--- src/rtl/bcd_pkg.sv ---
`default_nettype none
// ============================================================================
// Module   : bcd_pkg
// Brief    : Shared types and constants for the sequential binary-to-BCD path.
// Revision : 1.0 - initial release
// ============================================================================
package bcd_pkg;

    // Code the seven-segment decoder renders as all segments off.
    localparam logic [3:0] BCD_BLANK = 4'hF;

    typedef enum logic [1:0] {
        IDLE  = 2'd0,
        SHIFT = 2'd1,
        DONE  = 2'd2
    } bcd_state_t;

    // Decimal digits needed for 2^width-1: floor(width*log10(2)) + 1.
    function automatic int min_digits(input int width);
        return (width * 30103) / 100000 + 1;
    endfunction

endpackage : bcd_pkg
`default_nettype wire

--- src/rtl/bcd_add3.sv ---
`default_nettype none
// ============================================================================
// Module   : bcd_add3
// Brief    : Double-dabble nibble correction: add 3 when the digit is >= 5.
// Revision : 1.0 - initial release
// ============================================================================
module bcd_add3 (
    input  logic [3:0] din,
    output logic [3:0] dout
);

    assign dout = (din >= 4'd5) ? (din + 4'd3) : din;

endmodule : bcd_add3
`default_nettype wire

--- src/rtl/bin_to_bcd_seq.sv ---
`default_nettype none
// ============================================================================
// Module   : bin_to_bcd_seq
// Brief    : Sequential shift-and-add-3 binary-to-BCD converter, one bit/clock.
//            Optional macro BCD_LZ_BLANK_EN blanks leading zero digits to 4'hF.
// Revision : 1.0 - initial release
// ============================================================================
module bin_to_bcd_seq
    import bcd_pkg::*;
#(
    parameter int WIDTH  = 16,
    parameter int DIGITS = 5
) (
    input  logic                  clk,
    input  logic                  rst,
    input  logic                  start,
    input  logic [WIDTH-1:0]      bin_in,
    output logic                  busy,
    output logic                  done,
    output logic [4*DIGITS-1:0]   bcd_out
);

    localparam int c_bcd_w = 4 * DIGITS;
    localparam int c_sr_w  = c_bcd_w + WIDTH;
    localparam int c_cnt_w = $clog2(WIDTH + 1);

    generate
        if (DIGITS < min_digits(WIDTH)) begin : g_digits_too_small
            $fatal(1, "bin_to_bcd_seq: DIGITS too small for WIDTH");
        end
    endgenerate

    bcd_state_t           r_state;
    bcd_state_t           w_state_nxt;
    logic [c_sr_w-1:0]    r_shift;
    logic [c_cnt_w-1:0]   r_cnt;
    logic [c_bcd_w-1:0]   r_bcd;

    logic                 w_load;
    logic                 w_shift_en;
    logic                 w_capture;
    logic [c_bcd_w-1:0]   w_corr_bcd;
    logic [c_sr_w-1:0]    w_shift_nxt;
    logic [c_bcd_w-1:0]   w_final_bcd;
    logic [c_bcd_w-1:0]   w_result;
    logic                 w_unused_msb;

    generate
        for (genvar k = 0; k < DIGITS; k++) begin : g_add3
            bcd_add3 u_add3 (
                .din  (r_shift[WIDTH + 4*k +: 4]),
                .dout (w_corr_bcd[4*k +: 4])
            );
        end
    endgenerate

    // The top BCD bit cannot be set before a shift when DIGITS is large enough.
    assign w_unused_msb = w_corr_bcd[c_bcd_w-1];
    assign w_shift_nxt  = {w_corr_bcd[c_bcd_w-2:0], r_shift[WIDTH-1:0], 1'b0};
    assign w_final_bcd  = w_shift_nxt[c_sr_w-1 -: c_bcd_w];

`ifdef BCD_LZ_BLANK_EN
    always_comb begin
        logic v_lead;
        w_result = w_final_bcd;
        v_lead   = 1'b1;
        for (int k = DIGITS - 1; k >= 1; k--) begin
            if (v_lead && (w_final_bcd[4*k +: 4] == 4'd0)) begin
                w_result[4*k +: 4] = BCD_BLANK;
            end else begin
                v_lead = 1'b0;
            end
        end
    end
`else
    assign w_result = w_final_bcd;
`endif

    always_comb begin
        w_state_nxt = r_state;
        w_load      = 1'b0;
        w_shift_en  = 1'b0;
        w_capture   = 1'b0;
        case (r_state)
            IDLE: begin
                if (start) begin
                    w_load      = 1'b1;
                    w_state_nxt = SHIFT;
                end
            end
            SHIFT: begin
                w_shift_en = 1'b1;
                if (r_cnt == c_cnt_w'(1)) begin
                    w_capture   = 1'b1;
                    w_state_nxt = DONE;
                end
            end
            DONE: begin
                if (start) begin
                    w_load      = 1'b1;
                    w_state_nxt = SHIFT;
                end else begin
                    w_state_nxt = IDLE;
                end
            end
            default: w_state_nxt = IDLE;
        endcase
    end

    always_ff @(posedge clk or posedge rst) begin
        if (rst) begin
            r_state <= IDLE;
            r_shift <= '0;
            r_cnt   <= '0;
            r_bcd   <= '0;
        end else begin
            r_state <= w_state_nxt;
            if (w_load) begin
                r_shift <= {{c_bcd_w{1'b0}}, bin_in};
                r_cnt   <= c_cnt_w'(WIDTH);
            end else if (w_shift_en) begin
                r_shift <= w_shift_nxt;
                r_cnt   <= r_cnt - c_cnt_w'(1);
            end
            if (w_capture) begin
                r_bcd <= w_result;
            end
        end
    end

    assign busy    = (r_state == SHIFT);
    assign done    = (r_state == DONE);
    assign bcd_out = r_bcd;

endmodule : bin_to_bcd_seq
`default_nettype wire
--- config.mk ---
export PLATFORM = sky130hd
export DESIGN_NAME = bin_to_bcd_seq
export DESIGN_NICKNAME = d
export VERILOG_FILES = /design/src/rtl/bcd_pkg.sv /design/src/rtl/bcd_add3.sv /design/src/rtl/bin_to_bcd_seq.sv
export SDC_FILE = /design/constraint.sdc
export NUM_CORES = 1
export LEC_CHECK = 0
export CAP_MARGIN = 40
export CORE_MARGIN = 2
export CORE_UTILIZATION = 49
export CTS_CLUSTER_SIZE = 12
export DETAILED_ROUTE_END_ITERATION = 8
export PLACE_DENSITY_LB_ADDON = 0.3
export SLEW_MARGIN = 40
export SYNTH_ARGS = -nofsm -noshare
export SYNTH_HDL_FRONTEND = slang
export SYNTH_SLANG_ARGS = --single-unit
--- constraint.sdc ---
create_clock -name clk -period 2.9 [get_ports clk]
set_input_delay 0.29 -clock clk [delete_from_list [all_inputs] [get_ports clk]]
set_output_delay 0.29 -clock clk [all_outputs]
set_load 0.05 [all_outputs]
==> results of run 1 <==
-- stage by stage --
| step | instances | power (mW) | setup WS [ps] | hold slack (ps) | area, µm² |
|---|---|---|---|---|---|
| after floorplan | 286 | 3.22 | 1040 | 418 | 2960 |
| after global placement | 392 | 3.68 | 935 | 460 | 3420 |
| after detailed placement | 392 | 3.78 | 914 | 464 | 3420 |
| after CTS | 408 | 4.54 | 547 | 391 | 3610 |
| after global routing | 408 | 4.83 | 505 | 430 | 3610 |
| final | 408 | 4.50 | 563 | 371 | 3610 |
-- registers in the layout, summed over array words and instances, names as in the netlist --
signal   flops
bcd_out     20
r_cnt        5
r_shift     36
r_state      2
-- path summary, 6_finish.rpt --
kind	endpoint	slack, ps	depth (start not counted)
min	r_state[0]	370	2
max	busy	560	3
max in group asynchronous	r_shift[22]	1920	3
min in group clk	bcd_out[13]	480	2
min reg2reg	bcd_out[13]	480	2
max reg2reg	r_shift[31]	990	6
-- synth_stat cells --
library cell / number
nor2_1: 2
nand3_1: 6
mux2i_1: 5
nand2_4: 2
buf_4: 5
o31ai_1: 1
o21ai_0: 23
ha_1: 12
clkinv_4: 1
nor3b_1: 9
nand2_1: 57
nand2b_1: 7
buf_6: 1
nor2b_1: 2
a22oi_1: 15
buf_2: 4
o21ai_1: 8
or4_1: 1
xor2_1: 1
xnor2_1: 5
nor4b_4: 1
nor4_1: 1
inv_1: 13
inv_6: 1
a22o_1: 9
nor3_1: 5
a21oi_1: 14
clkbuf_1: 3
mux2_2: 9
dfrtp_1: 63
-- layer usage --
metal | vias up | wire [µm] | track usage (%)
li1 | 1069 | - | -
met1 | 1081 | 2550 | 23.5
met3 | 6 | 269 | 6.92
met2 | 48 | 2810 | 31.5
met4 | 0 | 62 | 6.00
met5 | - | 0 | 0
-- cell families (layout without fill, tap and decap cells) --
group / Yosys count / after routing
fa+ha+maj: 12 / 12
compound gates: 70 / 70
xor+xnor: 6 / 6
buf+inv: 28 / 75
flops: 63 / 63
simple gates: 93 / 93
mux: 14 / 14
-- worst register-to-register path: stages, from the launching register on --
cell and delay, ps:
dfrtp_1 410, nand2b_1 180, inv_6 140, nor2_2 520
buf_4 370, o21ai_0 150, nand2_1 70
-- cell type report --
class	count	area, µm²	share of cell area (%)
tap	75	93.8	2.60
sequential	63	1580	43.7
timing repair buffer	44	443	12.3
inverter	15	66.3	1.84
clock buffer	12	145	4.02
clock inverter	4	45.0	1.25
multi-input combinational	195	1240	34.4
-- power breakdown --
part           switching [mW]  internal [mW]
clock                   0.324          0.417
combinational            1.30          0.860
sequential              0.319           1.27
==> results.md, run 1 <==
- The number of buffers added on ports is 40.
- The cell type with the highest aggregate area in the netlist is dfrtp_1.
- The cell class contributing the biggest share of worst-path delay is buffers and inverters.
- The worst setup path is captured at an output port.
- The launch instance of the worst register-to-register path is r_state[0].
- Setup repair after global routing left no endpoint under its margin.
- Cells fill 61.4% of the core in the end.
- The routed design has approximately 5700 µm of wire.
- Yosys printed 0 warnings.
- The first global-routing pass estimated 9630 µm of wire.
- Across the VDD grid, the largest voltage drop is a little over 500 µV.
- The overflow left after global routing is 0.
- No sink is reached through more buffers than the 2 on the longest clock path.
- The number of buffers and inverters on the critical path is 2.
- The number of clock buffers inserted by TritonCTS is 9.
- The number of hold-repair buffers added at the cts stage is 0.
- The post-synthesis simple-gate area fraction is between 10% and 20%.
- The final count of pins violating max slew is 0.
- The library cell used most frequently in the layout, excluding fill and tap cells, is dfrtp_1.
- In the finished design, the share of the clock period the worst path needs comes to between 80 and 90%.
- The post-synthesis sequential area ratio is ~53%.
- The effective utilization at floorplan is 50.3%.
- The standard cell with the maximum stage delay on the critical path is clkdlybuf4s50_1.
- The number of buffers inserted by post-CTS setup repair is 0.
- The clock tree from TritonCTS is done.
- In the post-synthesis netlist, the biggest area contributors are dfrtp_1 53%, nand2_1 7.2%, ha_1 5.1%.
- The critical path in this run is classified as reg -> out.
- The boundary pin count is 41.
- The initial antenna violation count was 0.
- The slew at the pin closest to its max-slew limit is 678 ps.
- The top cell types in the final layout, fill and taps aside, are 63 x dfrtp_1, 57 x nand2_1, 40 x clkdlybuf4s50_1, 23 x o21ai_0, 15 x a22oi_1.
- The worst setup path is launched from a flop.
- Counting the fill cells in the layout gives roughly 500.
- The core region is just under 6000 µm².
- After floorplanning, the core was divided into 28 placement rows.
- Static timing analysis puts the maximum clock frequency at 428 MHz.
- The level count of the clock H-tree is 3.
- After detailed routing, the number of remaining DRC violations is 0.
- The multiplexer share of the synthesized area is approximately 5.1%.
- The total track usage is a little under a fifth.
- In this run the vertical extent of the chip is around 80 µm.
- In this run the worst path has a maximum fanout of 32.
- Dividing the detail-routed wire length by the instance count gives 14.0 µm.
- The count of antenna diodes in the layout is 0.
- Across all layers, the routed design uses between 2,000 and 2,500 vias.
- The path type of the worst min-delay path is in -> async.
- Counting every sink on the clock net gives between 60 and 70.
- The fraction of final layout cells sized beyond drive strength 1 is between 10% and 20%.
- At the end of the flow, the number of nets in the layout was about 360.
- The synthesized netlist net count is roughly 320.
- In this run the mean area of a mapped cell was 10.4 µm².
- The run finished with clean final reports.
- The synthesized netlist devotes slightly above 5% of its cell area to adder and majority cells.
- The combinational family with the most area after synthesis is simple AND/OR/NAND/NOR gates.
- The count of antenna-violating nets left after detailed routing is 0.
- The final hold violation count is 0.
- The synthesized netlist occupies a cell area of 2960 µm².
- The synthesized netlist devotes around 1.8% of its cell area to XOR and XNOR gates.
- The number of gates resized after CTS was 0.
- The compound-gate portion of the synthesized area is between 10 and 15%.
- For this run, the detailed router's first-pass iteration total came to 4.
- In this run the biggest area consumer among cell types represents ~53% of the synthesized area.
- The clock period could shrink to 2340 ps.
- The estimated wirelength of the detail-placed design is ~3800 µm.
- On the final layout, the worst clock skew is between 7 and 8 ps.
- The analysis attributes to cell leakage a power of 1.65 nW.
- The worst-skew pair later-pin latency is 340 ps.
- Routability-driven placement finished with a final weighted congestion of just under 0.8.
- The number of max-cap violations is 0.
- After clock tree synthesis, the clock-pin slew on the worst setup and hold paths is about 70 ps.
- The summed negative setup slack over all endpoints is 0 ps.
- The count of unique library cells instantiated by Yosys is 30.
- The number of flip-flops and latches in the synthesized netlist is between 60 and 70.
- The post-detailed-route via-to-cell ratio is between 5 and 6.
- The pin count of the biggest net entering global routing is 34.
- The area growth from synthesis to layout is 21.9%.
- Measured along the x axis, the die boundary spans 81.7 µm.
- In this run, the number of DRC markers left after iteration 0 of detailed routing was about 130.
- The number of instances in the synthesized netlist is approximately 290.
- Walking the worst path, the cells encountered are nand2b_1, inv_6, clkdlybuf4s50_1.
- The floorplan step defined a die boundary enclosing about 6700 µm².
- The buffer type at the clock tree root is clkbuf_8.
- The required time at the endpoint of the critical path is around 2600 ps.
- At the worst endpoint, the arrival time is 2050 ps.
- The relative max-transition margin is a little over half.
- The number of global-route vias before repair was 2,122.
- For this run, the slowest stage of the critical path takes approximately 860 ps.
- The critical path launch point is r_state[1].
- The total power density per cell area is 1240 nW/µm².
- The setup violation total in the final timing report is 0.
Note: power is estimated with default switching activity, not from simulation.
==> inputs of run 2 (changes only) <==
==> constraint.sdc (replaced) <==
create_clock -name clk -period 2.2 [get_ports clk]
set_input_delay 0.22 -clock clk [delete_from_list [all_inputs] [get_ports clk]]
set_output_delay 0.22 -clock clk [all_outputs]
set_load 0.05 [all_outputs]
==> results.md, run 2 (synthesis results as in run 1) <==
- The number of rows in the core area is 28.
- Across all register-to-register paths, the minimum setup slack is about 480 ps.
- The library cell used most frequently in the layout, excluding fill and tap cells, is dfrtp_1.
- The standard cell with the maximum stage delay on the critical path is clkdlybuf4s50_1.
- Gates resized during post-CTS repair numbered 0.
- Clock skew on the completed layout was measured at approximately 5.1 ps.
- STA puts the critical path data required time at around 2000 ps.
- The global-route wire length before repair is between 9000 and 10,000 µm.
- The final wirelength is about 5600 µm.
- The worst register-to-register path ends at bcd_out[5].
- At the pin with the least slew margin, the transition time is about 520 ps.
- For this run, the slowest stage of the critical path takes between 800 and 900 ps.
- Summing all flip-flop and latch instances after layout gives approximately 1600 µm².
- Data on the critical path arrives at its endpoint at approximately 1700 ps.
- Global routing used between 10% and 20% of the available tracks across all layers.
- The global placement routability congestion is just under 0.8.
- The worst register-to-register path begins at r_cnt[1].
- The kind of critical path is reg -> out.
- The post-detailed-route via-to-cell ratio is 5.30.
- Traced cell by cell, the critical path runs through nor2b_1, clkdlybuf4s50_1.
- The cell area after layout is between 3000 and 4000 µm².
- The final count of pins violating max slew is 0.
- The maximum vdd ir drop is around 700 µV.
- The estimated wirelength of the detail-placed design is about 3800 µm.
- Clock-pin slew was measured on the worst setup and hold paths at ~60 ps.
- The die is 81.7 µm tall.
- Once layout is complete, the utilization of the core stands at between 60% and 70%.
- The register with the most flip-flops is r_shift.
- The post-layout net count is 359.
- The number of design-rule violations left by the first detailed-router iteration is ~110.
- The summed negative setup slack over all endpoints is 0 ps.
- Max-cap violations in this run came to 0.
- The initial utilization of the core area, before any placement, comes to 50.3%.
- The footprint of the multi-input gates is roughly 1200 µm².
- The count of antenna diodes in the layout is 0.
- Entering global routing, the biggest net connects 47 pins.
- The die covers 6680 µm².
- The relative max-transition margin is between 60% and 70%.
- The total power density per cell area is roughly 1600 nW/µm².
- The kind of start point of the critical path is a flop.
- The initial antenna violation count is 0.
- The worst path uses a little under nine tenths of the clock period.
- The path type of the worst min-delay path is in -> async.
- Summing over every cut layer, the via total after detailed routing is about 2,200.
- CTS saw 63 sinks.
- The placement-stage cell area is between 3000 and 4000 µm².
- The first detailed-routing pass ran for 4 iterations.
- The boundary pin count is 41.
- The clock passes through at most 2 buffers.
- The number of buffers added on ports is 40.
- Buffers added to address setup during post-CTS repair amount to 0.
- In this run the remaining antenna-violating nets after routing total 0.
- The number of global-route vias before repair is approximately 2,200.
- The routed wire length per instance is 13.7 µm.
- Counting cells, the worst reg-to-reg path comes to 6.
- The number of clock buffers added by TritonCTS is 9.
- The register with the most flip-flops in the layout has 36 of them.
- The clock period minus worst slack is 1900 ps.
- Setup slack on the critical path of the routed design comes to 304 ps.
- STA classifies the critical path endpoint as an output port.
- The overflow left after global routing is 0.
- Setup repair after global routing left no endpoint under its margin.
- The setup violation total in the final timing report is 0.
- The level count of the clock H-tree is 3.
- The final hold violation count was 0.
- The chip width is a little over 80 µm.
- Clock tree synthesis selected as its root buffer the cell clkbuf_8.
- The cell class contributing the biggest share of worst-path delay is buffers and inverters.
- The filler cells instantiated in the layout total about 500.
- Counting both buffers and inverters, the worst setup path holds a total of 1.
- The worst slack after detailed placement is 468 ps.
- The top cell types in the final layout, fill and taps aside, are 63 x dfrtp_1, 57 x nand2_1, 39 x clkdlybuf4s50_1, 23 x o21ai_0, 15 x a22oi_1.
- The flow ran to the end, and the final reports show no timing, DRC or antenna violations.
- Overall power consumption after layout is estimated at between 5 and 6 mW.
- TritonCTS built the clock tree.
- The largest fanout on the critical path is 4.
- The post-synthesis to final-layout area growth is 21.8%.
- The residual DRC count is 0.
- Of the cells placed in the final design, the portion with a size suffix greater than 1 is a little over a tenth.
- The total core area is between 5000 and 6000 µm².
- The cell leakage power is approximately 1.6 nW.
- The worst-skew pair later-pin latency is about 330 ps.
- Derived from the worst setup path, the maximum achievable clock frequency is between 500 and 600 MHz.
- The number of hold buffers added after CTS was 0.
run 2: cell types whose count changed in the layout (fill, tap and decap cells not counted), sizes merged:
cell / before / now
clkinvlp: 0 / 1
clkinv: 4 / 3
bufinv: 1 / 0
buf: 4 / 5
clkbuf: 12 / 13
clkdlybuf4s50: 40 / 39
run 2: report_power, final:
part / switching (mW) / total (mW) / internal (mW)
combinational: 1.72 / 2.88 / 1.15
sequential: 0.414 / 2.09 / 1.68
clock: 0.420 / 0.887 / 0.467
total: 2.56 / 5.86 / 3.30
run 2: cell type report:
type	count	area share (%)
well taps	75	2.60
repair buffers	44	12.6
multi-input cells	195	34.4
clock inverters	3	0.486
flip-flops and latches	63	43.7
clock buffers	13	4.41
inverters	15	1.84
run 2: worst max path at each step:
stage	start	endpoint	slack, ps	cells after the start
floorplan	rst	bcd_out[0]	410	1
global placement	r_cnt[1]	bcd_out[2]	530	6
detailed placement	r_cnt[1]	bcd_out[6]	470	6
CTS	r_state[0]	done	260	2
global route	r_state[0]	done	240	2
finish	r_state[0]	done	300	2
run 2: stage by stage:
stage	cells	hold WS [ps]
finish	408	188
global route	408	209
CTS	408	177
detailed placement	392	465
global placement	392	460
floorplan	286	348
run 2: worst reg2reg max path, cell delays in order (launching register included):
cell and delay, ps:
dfrtp_1 390, inv_1 80, ha_1 150, nor4b_4 260, nand2_4 230, clkinv_4 160, mux2_2 340
run 2: routing by layer:
metal / global-route usage [%] / share of wire, %
met2: 31.5 / 48
met4: 10.2 / 1.4
met1: 22.9 / 46
met5: 0 / 0
met3: 5.60 / 4.8
